### src/rtl/kronos_if_fetch_pkg.sv
// Shared types for the Kronos fetch stage: the IF/ID pipeline word and fetch FSM states.
package kronos_if_fetch_pkg;

  typedef struct packed {
    logic [31:0] pc;
    logic [31:0] ir;
  } pipeIFID_t;

  typedef enum logic [1:0] {
    FETCH = 2'd0,
    STALL = 2'd1,
    FLUSH = 2'd2
  } fetch_state_e;

  function automatic logic [31:0] word_align(input logic [31:0] addr);
    return {addr[31:2], 2'b00};
  endfunction

endpackage

### src/rtl/kronos_if_fetch.sv
// Kronos instruction fetch: single-outstanding memory requests, IF/ID output register
// with a one-entry skid buffer, and branch redirect handling.
module kronos_if_fetch
  import kronos_if_fetch_pkg::*;
#(
  parameter logic [31:0] BOOT_ADDR = 32'h0000_0000
) (
  input  logic        clk,
  input  logic        rst,
  output logic [31:0] instr_addr,
  output logic        instr_req,
  input  logic        instr_ack,
  input  logic [31:0] instr_data,
  input  logic        branch,
  input  logic [31:0] branch_target,
  output pipeIFID_t   fetch,
  output logic        pipe_out_vld,
  input  logic        pipe_out_rdy
);

  fetch_state_e r_state;
  logic         r_run;
  logic [31:0]  r_fetch_pc;
  logic [31:0]  r_redirect_pc;
  pipeIFID_t    r_out;
  logic         r_out_vld;
  pipeIFID_t    r_skid;
  logic         r_skid_vld;

  logic         w_ack;
  logic         w_drain;
  logic [31:0]  w_target;
  pipeIFID_t    w_word;

  // r_run holds the request off for the first cycle after reset
  assign instr_req    = r_run & (r_state != STALL);
  assign instr_addr   = r_fetch_pc;
  assign fetch        = r_out;
  assign pipe_out_vld = r_out_vld;

  assign w_ack    = instr_req & instr_ack;
  assign w_drain  = r_out_vld & pipe_out_rdy;
  assign w_target = word_align(branch_target);
  assign w_word   = '{pc: r_fetch_pc, ir: instr_data};

  always_ff @(posedge clk) begin
    if (rst) begin
      r_state       <= FETCH;
      r_run         <= 1'b0;
      r_fetch_pc    <= BOOT_ADDR;
      r_redirect_pc <= BOOT_ADDR;
      r_out         <= '0;
      r_out_vld     <= 1'b0;
      r_skid        <= '0;
      r_skid_vld    <= 1'b0;
    end else begin
      r_run <= 1'b1;
      if (branch) begin
        // Redirect kills everything buffered, even if decode takes it this cycle
        r_out_vld  <= 1'b0;
        r_skid_vld <= 1'b0;
        case (r_state)
          FETCH: begin
            if (w_ack) begin
              r_fetch_pc <= w_target;
            end else begin
              r_redirect_pc <= w_target;
              r_state       <= FLUSH;
            end
          end
          STALL: begin
            r_fetch_pc <= w_target;
            r_state    <= FETCH;
          end
          default: begin
            r_redirect_pc <= w_target;
            if (w_ack) begin
              r_fetch_pc <= w_target;
              r_state    <= FETCH;
            end
          end
        endcase
      end else begin
        case (r_state)
          FETCH: begin
            if (w_ack) begin
              r_fetch_pc <= r_fetch_pc + 32'd4;
              if (!r_out_vld || pipe_out_rdy) begin
                r_out     <= w_word;
                r_out_vld <= 1'b1;
              end else begin
                r_skid     <= w_word;
                r_skid_vld <= 1'b1;
                r_state    <= STALL;
              end
            end else if (w_drain) begin
              r_out_vld <= 1'b0;
            end
          end
          STALL: begin
            if (pipe_out_rdy) begin
              r_out      <= r_skid;
              r_skid_vld <= 1'b0;
              r_state    <= FETCH;
            end
          end
          default: begin
            // Stale request completes here; its data is dropped
            if (w_drain) r_out_vld <= 1'b0;
            if (w_ack) begin
              r_fetch_pc <= r_redirect_pc;
              r_state    <= FETCH;
            end
          end
        endcase
      end
    end
  end

endmodule

### config.mk
export PLATFORM = sky130hd
export DESIGN_NAME = kronos_if_fetch
export DESIGN_NICKNAME = d
export VERILOG_FILES = /design/src/rtl/kronos_if_fetch_pkg.sv /design/src/rtl/kronos_if_fetch.sv
export SDC_FILE = /design/constraint.sdc
export NUM_CORES = 1
export LEC_CHECK = 0
export BUFFER_PORTS_ARGS = -buffer_cell sky130_fd_sc_hd__buf_2
export CORE_MARGIN = 3
export CORE_UTILIZATION = 30
export CTS_CLUSTER_DIAMETER = 200
export DETAILED_ROUTE_END_ITERATION = 12
export HOLD_SLACK_MARGIN = 0.02
export SLEW_MARGIN = 20
export SYNTH_ARGS = -nofsm -noshare
export SYNTH_HDL_FRONTEND = slang
export SYNTH_SLANG_ARGS = --single-unit
### constraint.sdc
create_clock -name clk -period 2.8 [get_ports clk]
set_clock_uncertainty 0.2 [all_clocks]
set_input_delay 0.42 -clock clk [delete_from_list [all_inputs] [get_ports clk]]
set_output_delay 0.42 -clock clk [all_outputs]
set_load 0.05 [all_outputs]
## Word-level counts from Yosys, hierarchy flattened

Index checks and enable logic that the tools add are counted.

| word-level totals | value |
|---|---|
| flip-flop bits (word level) | 196 |
| latch bits | 0 |
| RAM bits | 0 |
| memory bits (read-only) | 0 |
| input bits | 69 |
| word-level logic and storage cells | 66 |
| memories | 0 |

| operators by class | value |
|---|---|
| add/sub/neg operators | 1 |
| $mul | 0 |
| div/mod/pow operators | 0 |
| $lt $le $gt $ge | 0 |
| equal/unequal tests | 12 |
| shift operators | 0 |
| mux-type cells | 25 |
| bitwise logic cells | 6 |
| reduce and logical (&&, ||, !) cells | 13 |

Operators by type and width:

| kind | count |
|---|---|
| 2-to-1 mux 32 bit | 6 |
| 2-to-1 mux 64 bit | 3 |
| one-hot mux 32 bit (2 select lines) | 2 |
| one-hot mux 64 bit (2 select lines) | 1 |
| adder 32 x 3 -> 32 bit, second input constant | 1 |
| != test 3 bit, second input constant | 5 |
| 2-to-1 mux 2 bit | 6 |
| != test 2 bit, second input constant | 5 |
| one-hot mux 2 bit (2 select lines) | 2 |
| AND reduction 4 bit | 2 |
| AND reduction 3 bit | 2 |
| nonzero test 2 bit | 3 |
| AND reduction 5 bit | 1 |
| 2-to-1 mux 1 bit | 4 |
| bitwise AND 1 bit | 3 |
| NOT 1 bit | 3 |
| == test 2 x 1 -> 1 bit, second input constant | 1 |
| zero test 2 bit | 1 |
| != test 2 x 1 -> 1 bit, second input constant | 1 |
| one-hot mux 1 bit (2 select lines) | 1 |
| AND reduction 2 bit | 1 |
| OR reduction 2 bit | 1 |
| zero test 1 bit | 1 |
| logical OR 1 bit | 1 |

## Logic depth before layout (Yosys ltp)

Gate-level depths: netlist of the first run.

| depth | value |
|---|---|
| word-level depth | 6 |
| gate-level depth with buffers | 8 |
| gate-level depth less buffers | 6 |

## Worst setup path before layout of the first run

OpenSTA, ideal clock, no wires.

| timing | value |
|---|---|
| kind | reg-to-reg |
| start point | register r_fetch_pc[2], in the netlist instr_addr[2] |
| end point | register r_fetch_pc[22], in the netlist instr_addr[22] |
| setup time | 114 ps |
| data arrival time | 2251 ps |
| setup slack | 234 ps |
| stages on the path, launching flop included | 7 |
| clock period less this slack | 2566 ps |
| path through | dfxtp_1 > ha_1 > nand3_1 > nor4_4 > nand3_1 > and3_1 > a2111oi_0 |

| between the ends | value |
|---|---|
| cells in the longest elaborated chain, start to end | 4 |

Ends and longest elaborated chain:

| what | RTL line | source |
|---|---|---|
| from (decl) | kronos_if_fetch.sv:23 | `logic [31:0] r_fetch_pc;` |
| from (signal assigned) | kronos_if_fetch.sv:65 | `r_fetch_pc <= w_target;` |
| from (signal assigned) | kronos_if_fetch.sv:72 | `r_fetch_pc <= w_target;` |
| from (signal assigned) | kronos_if_fetch.sv:78 | `r_fetch_pc <= w_target;` |
| adder 32 x 3 -> 32 bit | kronos_if_fetch.sv:87 | `r_fetch_pc <= r_fetch_pc + 32'd4;` |
| 2-to-1 mux 32 bit | kronos_if_fetch.sv:86 | `if (w_ack) begin` |
| one-hot mux 32 bit (2 select lines) | kronos_if_fetch.sv:84 | `case (r_state)` |
| 2-to-1 mux 32 bit | kronos_if_fetch.sv:58 | `if (branch) begin` |

No other way between the ends. The select of a mux whose other input is x is not followed.
A chain may end at the register's enable or synchronous reset.

## Worst setup path in the final report of the first run

| timing | value |
|---|---|
| start point | register r_fetch_pc[4], in the netlist instr_addr[4] |
| end point | register r_fetch_pc[22], in the netlist instr_addr[22] |

Same word-level chain as after synthesis.

==> results of run 1 <==
## critical path: stages, from the launching register on
cell and delay, ps:
sky130_fd_sc_hd__dfxtp_1 560, sky130_fd_sc_hd__nand3_1 290, sky130_fd_sc_hd__nor4_4 560, sky130_fd_sc_hd__nand3_1 130, sky130_fd_sc_hd__and3_1 190, sky130_fd_sc_hd__a2111oi_0 430
## layout by cell type (no fill, tap or decap), types with 7 or more instances in the layout
master | synthesis | routed
sky130_fd_sc_hd__a211oi_1 | 67 | 67
sky130_fd_sc_hd__nor2_1 | 130 | 129
sky130_fd_sc_hd__nand2_1 | 165 | 165
sky130_fd_sc_hd__buf_4 | 5 | 23
sky130_fd_sc_hd__inv_1 | 7 | 7
sky130_fd_sc_hd__clkbuf_16 | 0 | 17
sky130_fd_sc_hd__dlygate4sd3_1 | 0 | 10
sky130_fd_sc_hd__nand3_1 | 14 | 14
sky130_fd_sc_hd__nor3_1 | 13 | 13
sky130_fd_sc_hd__and3_1 | 12 | 12
sky130_fd_sc_hd__a21oi_1 | 108 | 108
sky130_fd_sc_hd__buf_2 | 22 | 159
sky130_fd_sc_hd__nand4_1 | 9 | 9
sky130_fd_sc_hd__o21ai_0 | 42 | 42
sky130_fd_sc_hd__dfxtp_1 | 188 | 188
sky130_fd_sc_hd__mux2i_1 | 96 | 94
## path summary, 6_finish.rpt
kind / from / to / slack [ps] / depth (start not counted)
setup / recovery: instr_addr[4] / instr_addr[22] / 300 / 5
hold / removal: branch_target[28] / r_redirect_pc[28] / 40 / 3
setup reg to reg: instr_addr[4] / instr_addr[22] / 300 / 5
hold reg to reg: r_skid[49] / r_skid[49] / 250 / 2
## flip-flops by register name (all words and copies together), names as in the netlist
| name | flops |
|---|---|
| pipe_out_vld | 1 |
| r_run | 1 |
| fetch | 62 |
| r_state | 2 |
| r_redirect_pc | 30 |
| instr_addr | 30 |
| r_skid | 62 |
## where the power goes
part | total [mW] | switching [mW] | internal [mW]
combinational | 0.853 | 0.593 | 0.260
clock | 2.45 | 1.11 | 1.33
sequential | 2.85 | 0.0777 | 2.77
total | 6.15 | 1.78 | 4.36
## through the flow
step	worst slack [ps]	cells	area (um2)
6_report	296.1	1528	10300
5_1_grt	86.30	1528	10300
4_1_cts	322.1	1528	10300
3_5_place_dp	381.1	1487	9620
3_3_place_gp	438.2	1487	9620
2_1_floorplan	234.5	1018	8421
## cell type report
type / instances / area (um2) / area share
flip-flops and latches: 188 / 3764 / 0.3653
repair buffers: 199 / 1200 / 0.1165
inverters: 7 / 26.28 / 0.002550
clock inverters: 14 / 157.7 / 0.01530
multi-input cells: 731 / 4265 / 0.4140
well taps: 372 / 465.4 / 0.04517
clock buffers: 17 / 425.4 / 0.04129
## cell families after synthesis
logic type / synth area share
AOI/OAI and AO/OA: 0.1820
xor gates and xnor gates: 0.007291
adders and majority gates: 0.001488
buffers and inverters: 0.05178
DFF: 0.4476
muxes: 0.1156
other: 0.0004459
and+or+nand+nor: 0.1939
## metal layers
layer	vias up	wire length (um)	GRT usage
met5	-	21	0
met4	4	337	0.04223
met3	29	1430	0.04074
met2	192	10420	0.2381
met1	3517	11630	0.2150
li1	3811	-	-
==> results by stage, run 1 <==
Run status:
- The run finished with clean final reports.

Yosys:
- The post-synthesis register bit count is ~190.
- The commonest cells after synthesis are sky130_fd_sc_hd__dfxtp_1, sky130_fd_sc_hd__nand2_1, sky130_fd_sc_hd__nor2_1.
- The mean cell area of the mapped netlist is ~8.3 um2.
- The area fraction of the dominant cell type after synthesis is 0.4476.
- Synthesis produced a netlist whose cell count is 1,015.
- Of all cell types, the one taking the most synthesized area is sky130_fd_sc_hd__dfxtp_1.
- The number of warning messages in the yosys log is 0.
- The post-synth design cell area is 0.008409 mm2.
- By area the synthesized netlist is led by sky130_fd_sc_hd__dfxtp_1, sky130_fd_sc_hd__mux2i_1, sky130_fd_sc_hd__nand2_1.
- The number of flops mapped to enable cells by yosys is 0.
- The most instantiated library cell after synthesis is sky130_fd_sc_hd__dfxtp_1.
- The fraction of synthesis flops using an asynchronous set or reset pin is 0.
- The post-synthesis sequential area ratio is 0.4476.
- For this run, the leading register cell type out of synthesis is sky130_fd_sc_hd__dfxtp_1.
- The netlist uses 59 different library cells.

Pwr:
- Across the VDD grid, the largest voltage drop is 0.3680 mV.
- Power spread over the standard cell area amounts to between 500 and 600 mW/mm2.
- Overall power consumption after layout is estimated at roughly 6 mW.
- The static leakage is 4.484 nW.

Clocking:
- Buffers inserted during clock tree synthesis total 17.
- The count of hold-fix buffers inserted at cts is 10.
- For the worst-skew pair, the clock arrives at the later sink with an insertion delay of approximately 430 ps.
- Post-CTS timing repair inserted 0 buffers for setup.
- The clock tree synthesis step divided the H-tree into 4 levels.
- The clock transition at the registers of the reported paths is roughly 80 ps.
- The clock net in this run drives a total of about 190 sinks.
- TritonCTS built the clock tree.
- Post-CTS repair changed the size of 0 cells.
- The worst-case clock buffer depth is 2.
- In this run the clock root is driven by a sky130_fd_sc_hd__clkbuf_16.

STA:
- The tightest slew margin relative to the limit is 0.5258.
- The number of slew-limit violations in the final report came to 0.
- The final clock period utilization by the worst path is 0.8943.
- Setup repair after global routing left no endpoint under its margin.
- The final number of setup-violating endpoints is 0.
- The worst hold slack across all endpoints is between 30 and 40 ps.
- Derived from the worst setup path, the maximum achievable clock frequency is approximately 0.4 GHz.
- The count of final hold-check violations is 0.
- The total negative setup slack is 0 ps.
- For the pin with the worst max-slew slack, the measured transition is about 700 ps.
- The minimum clock period after layout is ~2500 ps.

Cells and area:
- In the final layout, the share of cells above drive strength 1 is 0.2067.
- The antenna cell count is 0.
- Fill cells in the final layout number 2,817.
- The fraction of the core area covered by cells at the end of the flow is 0.3781.
- The post-layout net count is between 1,000 and 1,500.
- Relative to the synthesized area, the layout overhead comes to 22.53%.

Route:
- The routed layout has approximately 7,600 vias.
- The number of remaining DRC errors is 0.
- For this run, the detailed router's first-pass iteration total came to 5.
- The initial detailed-routing violation count is approximately 640.
- In the final routed layout, each cell accounts on average for 15.60 um.
- The count of nets left with antenna violations after detail routing is 0.
- After detailed routing, the total wire length is approximately 24 mm.
- In the routed layout, each cell is associated on average with a via count of just under 5.

Placed design:
- The estimated wirelength of the detail-placed design is 15.86 mm.
- The routability congestion estimate from global placement is 0.7806.
- Port buffering added 160 buffers.

GRT:
- The first global-routing pass estimated ~38 mm of wire.
- The number of global-route vias before repair is 6,920.
- For this run, the total global-route usage over all layers was measured as 0.1549.
- The maximum number of pins on one net before global-route repair is 79.
- The number of antenna violations at the first check in global routing came to 3.
- Global routing finished with a remaining overflow of 0.

Floorplan:
- The width of the chip is roughly 170 um.
- The cell row count is 60.
- During I/O placement, the number of pins put on the boundary was roughly 170.
- The initial utilization of the core area, before any placement, comes to 0.3086.
- The overall die area is ~0.03 mm2.
- The floorplan step set the die height to between 150 and 200 um.
- The core area is approximately 0.027 mm2.

Critical path:
- Data arrives at the worst endpoint at around 2600 ps.
- STA classifies the critical path endpoint as a register.
- The critical path in this run is classified as register to register.
- STA classifies the critical path startpoint as a register.
- The maximum net fanout on the critical path is 10.
- The required time at the worst-slack endpoint is approximately 2900 ps.

Run:
- The tool flagged a number of max-cap violations equal to 0.

Min path:
- The worst hold path class is input port to register.
Note: power is estimated with default switching activity, not from simulation.
==> run 2, diff against run 1 <==
--- a/config.mk
+++ b/config.mk
@@ -6,11 +6,14 @@
 export NUM_CORES = 1
 export LEC_CHECK = 0
 export BUFFER_PORTS_ARGS = -buffer_cell sky130_fd_sc_hd__buf_2
+export CELL_PAD_IN_SITES_DETAIL_PLACEMENT = 1
+export CELL_PAD_IN_SITES_GLOBAL_PLACEMENT = 1
 export CORE_MARGIN = 3
 export CORE_UTILIZATION = 30
 export CTS_CLUSTER_DIAMETER = 200
 export DETAILED_ROUTE_END_ITERATION = 12
 export HOLD_SLACK_MARGIN = 0.02
+export PLACE_DENSITY_LB_ADDON = 0.1
 export SLEW_MARGIN = 20
 export SYNTH_ARGS = -nofsm -noshare
 export SYNTH_HDL_FRONTEND = slang
==> results by stage, run 2 (synthesis results as in run 1) <==
STA:
- The total negative setup slack is 0 ps (unchanged).
- The actual transition at the worst max-transition pin is 615.5 ps (was 711.4 ps).
- The final number of setup-violating endpoints came to 0 (unchanged).
- The highest clock frequency the design can meet is 0.3901 GHz (was 0.3994 GHz).
- The tightest slew margin relative to the limit is 0.5892 (was 0.5258).
- The number of slew-limit violations in the final report is 0 (unchanged).
- The count of final hold-check violations is 0 (unchanged).
- The final clock period utilization by the worst path is 0.9156 (was 0.8943).
- RSZ-0062 raised after global routing: no (unchanged).
- The minimum clock period after layout is 2564 ps (was 2504 ps).

Clocking:
- The deepest level of the CTS H-tree is 4 (unchanged).
- The clock transition at the registers of the reported paths is 70 ps (was 80 ps).
- The TritonCTS clock tree is done (unchanged).
- The worst-case clock buffer depth is 2 (unchanged).
- The CTS root buffer is sky130_fd_sc_hd__clkbuf_16 (unchanged).
- The setup fix buffers added after clock tree synthesis is 0 (unchanged).
- The number of clock sinks came to 188 (unchanged).
- The worst-skew pair later-pin latency is 440 ps (was 430 ps).
- The number of buffers created by CTS is 17 (unchanged).

Route:
- The number of search-and-repair iterations in the first detailed-routing pass is 4 (was 5).
- The total wirelength of the detailed-routed design is 25.98 mm (was 23.84 mm).
- The total vias in the final route is 7,622 (was 7,553).
- The initial detailed-routing violation count came to 392 (was 639).
- The wire length per cell after detailed routing was 16.82 um (was 15.60 um).
- The number of vias per cell after detailed routing is 4.933 (was 4.943).
- The number of remaining DRC errors is 0 (unchanged).
- The count of nets left with antenna violations after detail routing came to 0 (unchanged).

Critical path:
- The required time at the worst-slack endpoint is 2180 ps (was 2880 ps).
- The capturing element type of the critical path was an output pin (was register).
- The startpoint of the lowest-slack register-to-register path is instr_addr[5] (was instr_addr[4]).
- The capturing element of the worst setup path is instr_req (was instr_addr[22]).
- The start point of the critical path is r_state[0] (was instr_addr[4]).
- The maximum single-stage delay on the critical path was 440 ps (was 560 ps).
- The arrival time of the worst setup path is 1940 ps (was 2580 ps).
- The kind of critical path is register to output pin (was register to register).
- The cell depth of the worst flop-to-flop path is 5 (unchanged).
- The highest-delay cell along the critical path is sky130_fd_sc_hd__dfxtp_1 (unchanged).
- The maximum net fanout on the critical path is 64 (was 10).
- Critical path, cell by cell: nand2b_4 > buf_12 > and2_1 > buf_2 (was nand3_1 > nor4_4 > nand3_1 > and3_1 > a2111oi_0).
- The reg-to-reg setup timing slack came to 400 ps (was 300 ps).
- The terminus of the critical flop-to-flop path is instr_addr[11] (was instr_addr[22]).
- The kind of start point of the critical path is a register (unchanged).

Pwr:
- The peak supply drop is 0.2819 mV (was 0.3680 mV).
- The clock group share of total power is 0.392 (was 0.398).
- The static leakage is 4.556 nW (was 4.484 nW).
- The switching part of the total was 0.3095 (was 0.2902).
- The power share of the combinational group is 0.145 (was 0.139).
- The total internal power is 4.235 mW (was 4.364 mW).
- The sequential fraction of design power is 0.463 (about the same).
- The power per unit of standard cell area was 586.5 mW/mm2 (was 596.7 mW/mm2).
- The switching power of the nets was 1.898 mW (was 1.784 mW).

Cells and area:
- Highest-count cells in the layout ignoring fill and taps: sky130_fd_sc_hd__dfxtp_1, sky130_fd_sc_hd__nand2_1, sky130_fd_sc_hd__buf_2 (unchanged).
- The most common library cell in the layout ignoring fill and taps was sky130_fd_sc_hd__dfxtp_1 (unchanged).
- The fraction of the core area covered by cells at the end of the flow is 0.3837 (was 0.3781).
- The filler cell count in the final layout is 3,310 (was 2,817).
- The post-layout net count is 1,231 (was 1,214).
- The antenna cell count is 0 (unchanged).
- The growth of design area from synthesis to finish is 24.34% (was 22.53%).
- The ratio of cells with drive above 1 in the final layout is 0.2072 (was 0.2067).
- The combined area of the multi-input logic cells is 0.004265 mm2 (unchanged).
- The area occupied by registers was 0.003764 mm2 (unchanged).

Floorplan:
- The width of the chip came to 173.4 um (unchanged).
- The starting density of the core is 0.3086 (unchanged).
- The overall die area came to 0.03008 mm2 (unchanged).
- The number of I/O pins is 167 (unchanged).
- The height of the die is 173.4 um (unchanged).
- The core area is 0.02725 mm2 (unchanged).
- The cell row count is 60 (unchanged).

Min path:
- The worst hold path class is input port to register (unchanged).
- The cell depth of the worst hold path came to 3 (unchanged).

GRT:
- The first-pass GRT wire length is 41.72 mm (was 38.21 mm).
- The total overflow reported by the global router is 0 (unchanged).
- The number of global-route vias before repair came to 7,449 (was 6,920).
- The maximum number of pins on one net before global-route repair came to 125 (was 79).
- The total routing usage reported by global routing is 0.1703 (was 0.1549).
- The number of antenna violations at the first check in global routing came to 0 (was 3).

Placed design:
- The estimated wirelength of the detail-placed design is 16.77 mm (was 15.86 mm).
- The number of buffer cells added on primary ports is 160 (unchanged).
- The routability congestion estimate from global placement came to 0.7608 (was 0.7806).

Run status:
- Result of the run: finished clean (unchanged).

Run:
- The max capacitance violation total is 0 (unchanged).
==> run 2: changes by cell type in the layout (fill, tap and decap cells not counted), sizes merged <==
cell,previous run,this run
buf,189,193
clkinvlp,2,1
clkinv,3,5
dlygate4sd3,10,23
inv,14,15
bufinv,2,0
==> run 2: cell type report <==
type | instances | area share
clock inverter | 14 | 0.01436
multi-input combinational | 731 | 0.4079
timing repair buffer | 216 | 0.1301
inverter | 7 | 0.002513
clock buffer | 17 | 0.04068
tap | 372 | 0.04451
sequential | 188 | 0.3599
==> run 2: worst min-delay path by stage <==
stage	from	end	slack [ps]
2_1_floorplan	r_skid[63]	r_skid[63]	230
3_3_place_gp	r_skid[53]	r_skid[53]	240
3_5_place_dp	r_skid[7]	r_skid[7]	250
4_1_cts	instr_data[13]	r_skid[13]	20
5_1_grt	branch_target[8]	r_redirect_pc[8]	30
6_report	instr_data[13]	r_skid[13]	40
==> run 2: critical path: cells and delay by family, from the launching register on <==
family,cells,cell delay [ps]
simple gates,2,380
buf+inv,2,680
flops,1,440
==> run 2: timing repair <==
item,CTS,global route
hold endpoints to repair,23,0
hold buffers,23,0
resized for setup,0,0
==> run 2: routing by layer <==
metal | up-vias | GRT usage | share of wire
met4 | 0 | 0.03716 | 0.0080
li1 | 3840 | - | -
met5 | - | 0 | 0
met1 | 3630 | 0.2419 | 0.51
met2 | 140 | 0.2707 | 0.45
met3 | 12 | 0.02979 | 0.039
==> run 2: power groups by stage <==
stage	sequential, mW	clock [mW]	combinational, mW
floorplan	3.12	0	0.369
global placement	2.90	0	0.863
detailed placement	2.91	0	0.870
CTS	2.84	2.49	0.897
global route	2.86	2.59	0.965
finish	2.84	2.40	0.887
==> run 2: per-stage QoR <==
stage / power, mW / hold slack (ps) / instance area, um2 / cells / setup WS, ps
CTS: 6.232 / 20.41 / 10460 / 1545 / 176.6
floorplan: 3.490 / 233.1 / 8421 / 1018 / 234.5
detailed placement: 3.775 / 246.1 / 9651 / 1491 / 416.5
global placement: 3.765 / 240.6 / 9651 / 1491 / 434.3
global route: 6.414 / 26.84 / 10460 / 1545 / 117.1
finish: 6.132 / 35.07 / 10460 / 1545 / 236.3
==> run 3, diff against run 2 <==
--- a/config.mk
+++ b/config.mk
@@ -12,9 +12,9 @@
 export CORE_UTILIZATION = 30
 export CTS_CLUSTER_DIAMETER = 200
 export DETAILED_ROUTE_END_ITERATION = 12
+export GPL_TIMING_DRIVEN = 0
 export HOLD_SLACK_MARGIN = 0.02
 export PLACE_DENSITY_LB_ADDON = 0.1
-export SLEW_MARGIN = 20
 export SYNTH_ARGS = -nofsm -noshare
 export SYNTH_HDL_FRONTEND = slang
 export SYNTH_SLANG_ARGS = --single-unit
==> results by stage, run 3 (synthesis results as in run 1) <==
Route:
- The total vias in the final route was 7,987 (was 7,622).
- The wire length per cell after detailed routing is 18.30 um (was 16.82 um).
- The initial detailed-routing violation count is 456 (was 392).
- The number of search-and-repair iterations in the first detailed-routing pass is 5 (was 4).
- The number of vias per cell after detailed routing came to 4.933 (about the same).
- The total wirelength of the detailed-routed design came to 29.62 mm (was 25.98 mm).
- The count of nets left with antenna violations after detail routing is 0 (unchanged).
- The number of remaining DRC errors is 0 (unchanged).

Pwr:
- The peak supply drop came to 0.3050 mV (was 0.2819 mV).
- The total chip power is 6.248 mW (was 6.132 mW).
- The switching part of the total is 0.3185 (was 0.3095).
- The sequential fraction of design power came to 0.456 (was 0.463).
- The switching power of the nets came to 1.990 mW (was 1.898 mW).
- The static leakage was 4.699 nW (was 4.556 nW).
- The clock group share of total power is 0.397 (was 0.392).
- The power per unit of standard cell area was 584.6 mW/mm2 (was 586.5 mW/mm2).
- The power share of the combinational group is 0.147 (was 0.145).
- The total internal power is 4.258 mW (was 4.235 mW).

STA:
- The worst hold slack across all endpoints is 28.87 ps (was 35.07 ps).
- The highest clock frequency the design can meet is 0.3791 GHz (was 0.3901 GHz).
- The total negative setup slack is 0 ps (unchanged).
- The actual transition at the worst max-transition pin came to 858.6 ps (was 615.5 ps).
- The final number of setup-violating endpoints is 0 (unchanged).
- The tightest slew margin relative to the limit came to 0.4112 (was 0.5892).
- RSZ-0062 raised after global routing: no (unchanged).
- The minimum clock period after layout is 2638 ps (was 2564 ps).
- The count of final hold-check violations is 0 (unchanged).
- The final clock period utilization by the worst path is 0.9422 (was 0.9156).
- The number of slew-limit violations in the final report is 0 (unchanged).

Clocking:
- The clock transition at the registers of the reported paths is 80 ps (was 70 ps).
- The CTS root buffer is sky130_fd_sc_hd__clkbuf_16 (unchanged).
- The deepest level of the CTS H-tree came to 4 (unchanged).
- The worst-case clock buffer depth came to 2 (unchanged).
- The worst-skew pair later-pin latency is 450 ps (was 440 ps).
- The number of clock sinks is 188 (unchanged).
- The number of buffers created by CTS is 17 (unchanged).
- The TritonCTS clock tree is done (unchanged).

Critical path:
- The kind of critical path was register to register (was register to output pin).
- The capturing element type of the critical path is a register (was output pin).
- The kind of start point of the critical path is a register (unchanged).
- The terminus of the critical flop-to-flop path is instr_addr[28] (was instr_addr[11]).
- The arrival time of the worst setup path was 2790 ps (was 1940 ps).
- The highest-delay cell along the critical path is sky130_fd_sc_hd__dfxtp_1 (unchanged).
- The maximum net fanout on the critical path came to 9 (was 64).
- The required time at the worst-slack endpoint is 2960 ps (was 2180 ps).
- The startpoint of the lowest-slack register-to-register path was instr_addr[2] (was instr_addr[5]).
- The cell depth of the worst flop-to-flop path is 6 (was 5).
- Critical path, cell by cell: ha_1 > nand3_1 > nor3_2 > nand4_1 > or4_1 > a31oi_1 (was nand2b_4 > buf_12 > and2_1 > buf_2).
- The gate family responsible for the most delay along the worst path is simple AND/OR/NAND/NOR gates (was buffers and inverters).
- The maximum single-stage delay on the critical path is 590 ps (was 440 ps).
- The reg-to-reg setup timing slack is 160 ps (was 400 ps).
- The number of buffer and inverter instances along the worst setup path is 0 (was 2).

GRT:
- The number of antenna violations at the first check in global routing is 0 (unchanged).
- The total routing usage reported by global routing is 0.1955 (was 0.1703).
- The first-pass GRT wire length is 46.88 mm (was 41.72 mm).
- The total overflow reported by the global router was 0 (unchanged).
- The number of global-route vias before repair was 8,110 (was 7,449).
- The maximum number of pins on one net before global-route repair is 21 (was 125).

Min path:
- The worst hold path class is input port to register (unchanged).
- The beginning of the worst hold path is branch_target[16] (was instr_data[13]).
- The cell depth of the worst hold path came to 3 (unchanged).
- The end point of the worst hold path was r_redirect_pc[16] (was r_skid[13]).

Cells and area:
- The growth of design area from synthesis to finish came to 27.09% (was 24.34%).
- The combined area of the multi-input logic cells was 0.004255 mm2 (was 0.004265 mm2).
- The most common library cell in the layout ignoring fill and taps is sky130_fd_sc_hd__dfxtp_1 (unchanged).
- The filler cell count in the final layout is 3,306 (was 3,310).
- The ratio of cells with drive above 1 in the final layout is 0.1997 (was 0.2072).
- Highest-count cells in the layout ignoring fill and taps: sky130_fd_sc_hd__dfxtp_1, sky130_fd_sc_hd__buf_2, sky130_fd_sc_hd__nand2_1 (was sky130_fd_sc_hd__dfxtp_1, sky130_fd_sc_hd__nand2_1, sky130_fd_sc_hd__buf_2).
- The antenna cell count is 0 (unchanged).
- The area occupied by registers is 0.003764 mm2 (unchanged).
- The fraction of the core area covered by cells at the end of the flow is 0.3922 (was 0.3837).
- The post-layout net count was 1,304 (was 1,231).

Run status:
- Result of the run: finished clean (unchanged).

Placed design:
- The estimated wirelength of the detail-placed design was 21.53 mm (was 16.77 mm).
- The routability congestion estimate from global placement is 0.7953 (was 0.7608).
- The number of buffer cells added on primary ports is 159 (was 160).

Floorplan:
- The overall die area is 0.03008 mm2 (unchanged).
- The height of the die is 173.4 um (unchanged).
- The number of I/O pins is 167 (unchanged).
- The starting density of the core came to 0.3086 (unchanged).
- The core area is 0.02725 mm2 (unchanged).
- The cell row count is 60 (unchanged).
- The width of the chip is 173.4 um (unchanged).

Run:
- The max capacitance violation total is 0 (unchanged).
## run 3: worst max-delay path by stage
stage | from | to | cells past startpoint
final | instr_addr[2] | instr_addr[28] | 6
after global routing | instr_addr[2] | instr_addr[28] | 6
after CTS | r_state[0] | r_skid[13] | 7
after detailed placement | r_state[0] | fetch[41] | 6
after global placement | r_state[0] | fetch[40] | 6
after floorplan | instr_addr[2] | instr_addr[22] | 6
## run 3: worst min-delay path, delay by kind of cell
family	cells	cell delay (ps)
muxes	1	60
and+or+nand+nor	1	70
buffers and inverters	1	90
## run 3: final cells by class
type	instances	share of cell area
inverters	7	0.002458
clock buffers	18	0.04015
flip-flops and latches	188	0.3521
repair buffers	198	0.1091
plain buffers	91	0.03852
well taps	372	0.04355
clock inverters	14	0.01592
multi-input cells	731	0.3981
## run 3: power groups by stage
stage | Clock, mW | Combinational (mW) | Sequential [mW]
after floorplan | 0 | 0.369 | 3.12
after global placement | 0 | 0.880 | 2.91
after detailed placement | 0 | 0.884 | 2.91
after CTS | 2.56 | 0.926 | 2.85
after global routing | 2.66 | 1.00 | 2.87
final | 2.48 | 0.920 | 2.85
## run 3: repair_timing
| item | 4_1_cts | 5_1_grt |
|---|---|---|
| resized for setup | 5 | 8 |
| endpoints found under the setup margin | 78 | 81 |
| endpoints found under the hold margin | 31 | 0 |
| pin swaps | 1 | 2 |
| hold buffers | 31 | 0 |
| setup buffers | 3 | 5 |
## run 3: per-layer routing
layer / track usage / vias to the layer above / wire [um]
li1: - / 3986 / -
met1: 0.2750 / 3795 / 14520
met2: 0.3144 / 187 / 13610
met3: 0.03417 / 19 / 1175
met4: 0.04189 / 0 / 315
met5: 0 / - / 0
## run 3: stage by stage
step / instances / area, um2 / setup slack (ps)
final: 1619 / 10690 / 161.9
after global routing: 1619 / 10690 / 37.87
after CTS: 1614 / 10630 / -8.205
after detailed placement: 1549 / 9682 / -472.8
after global placement: 1549 / 9682 / -460.8
after floorplan: 1018 / 8421 / 234.5
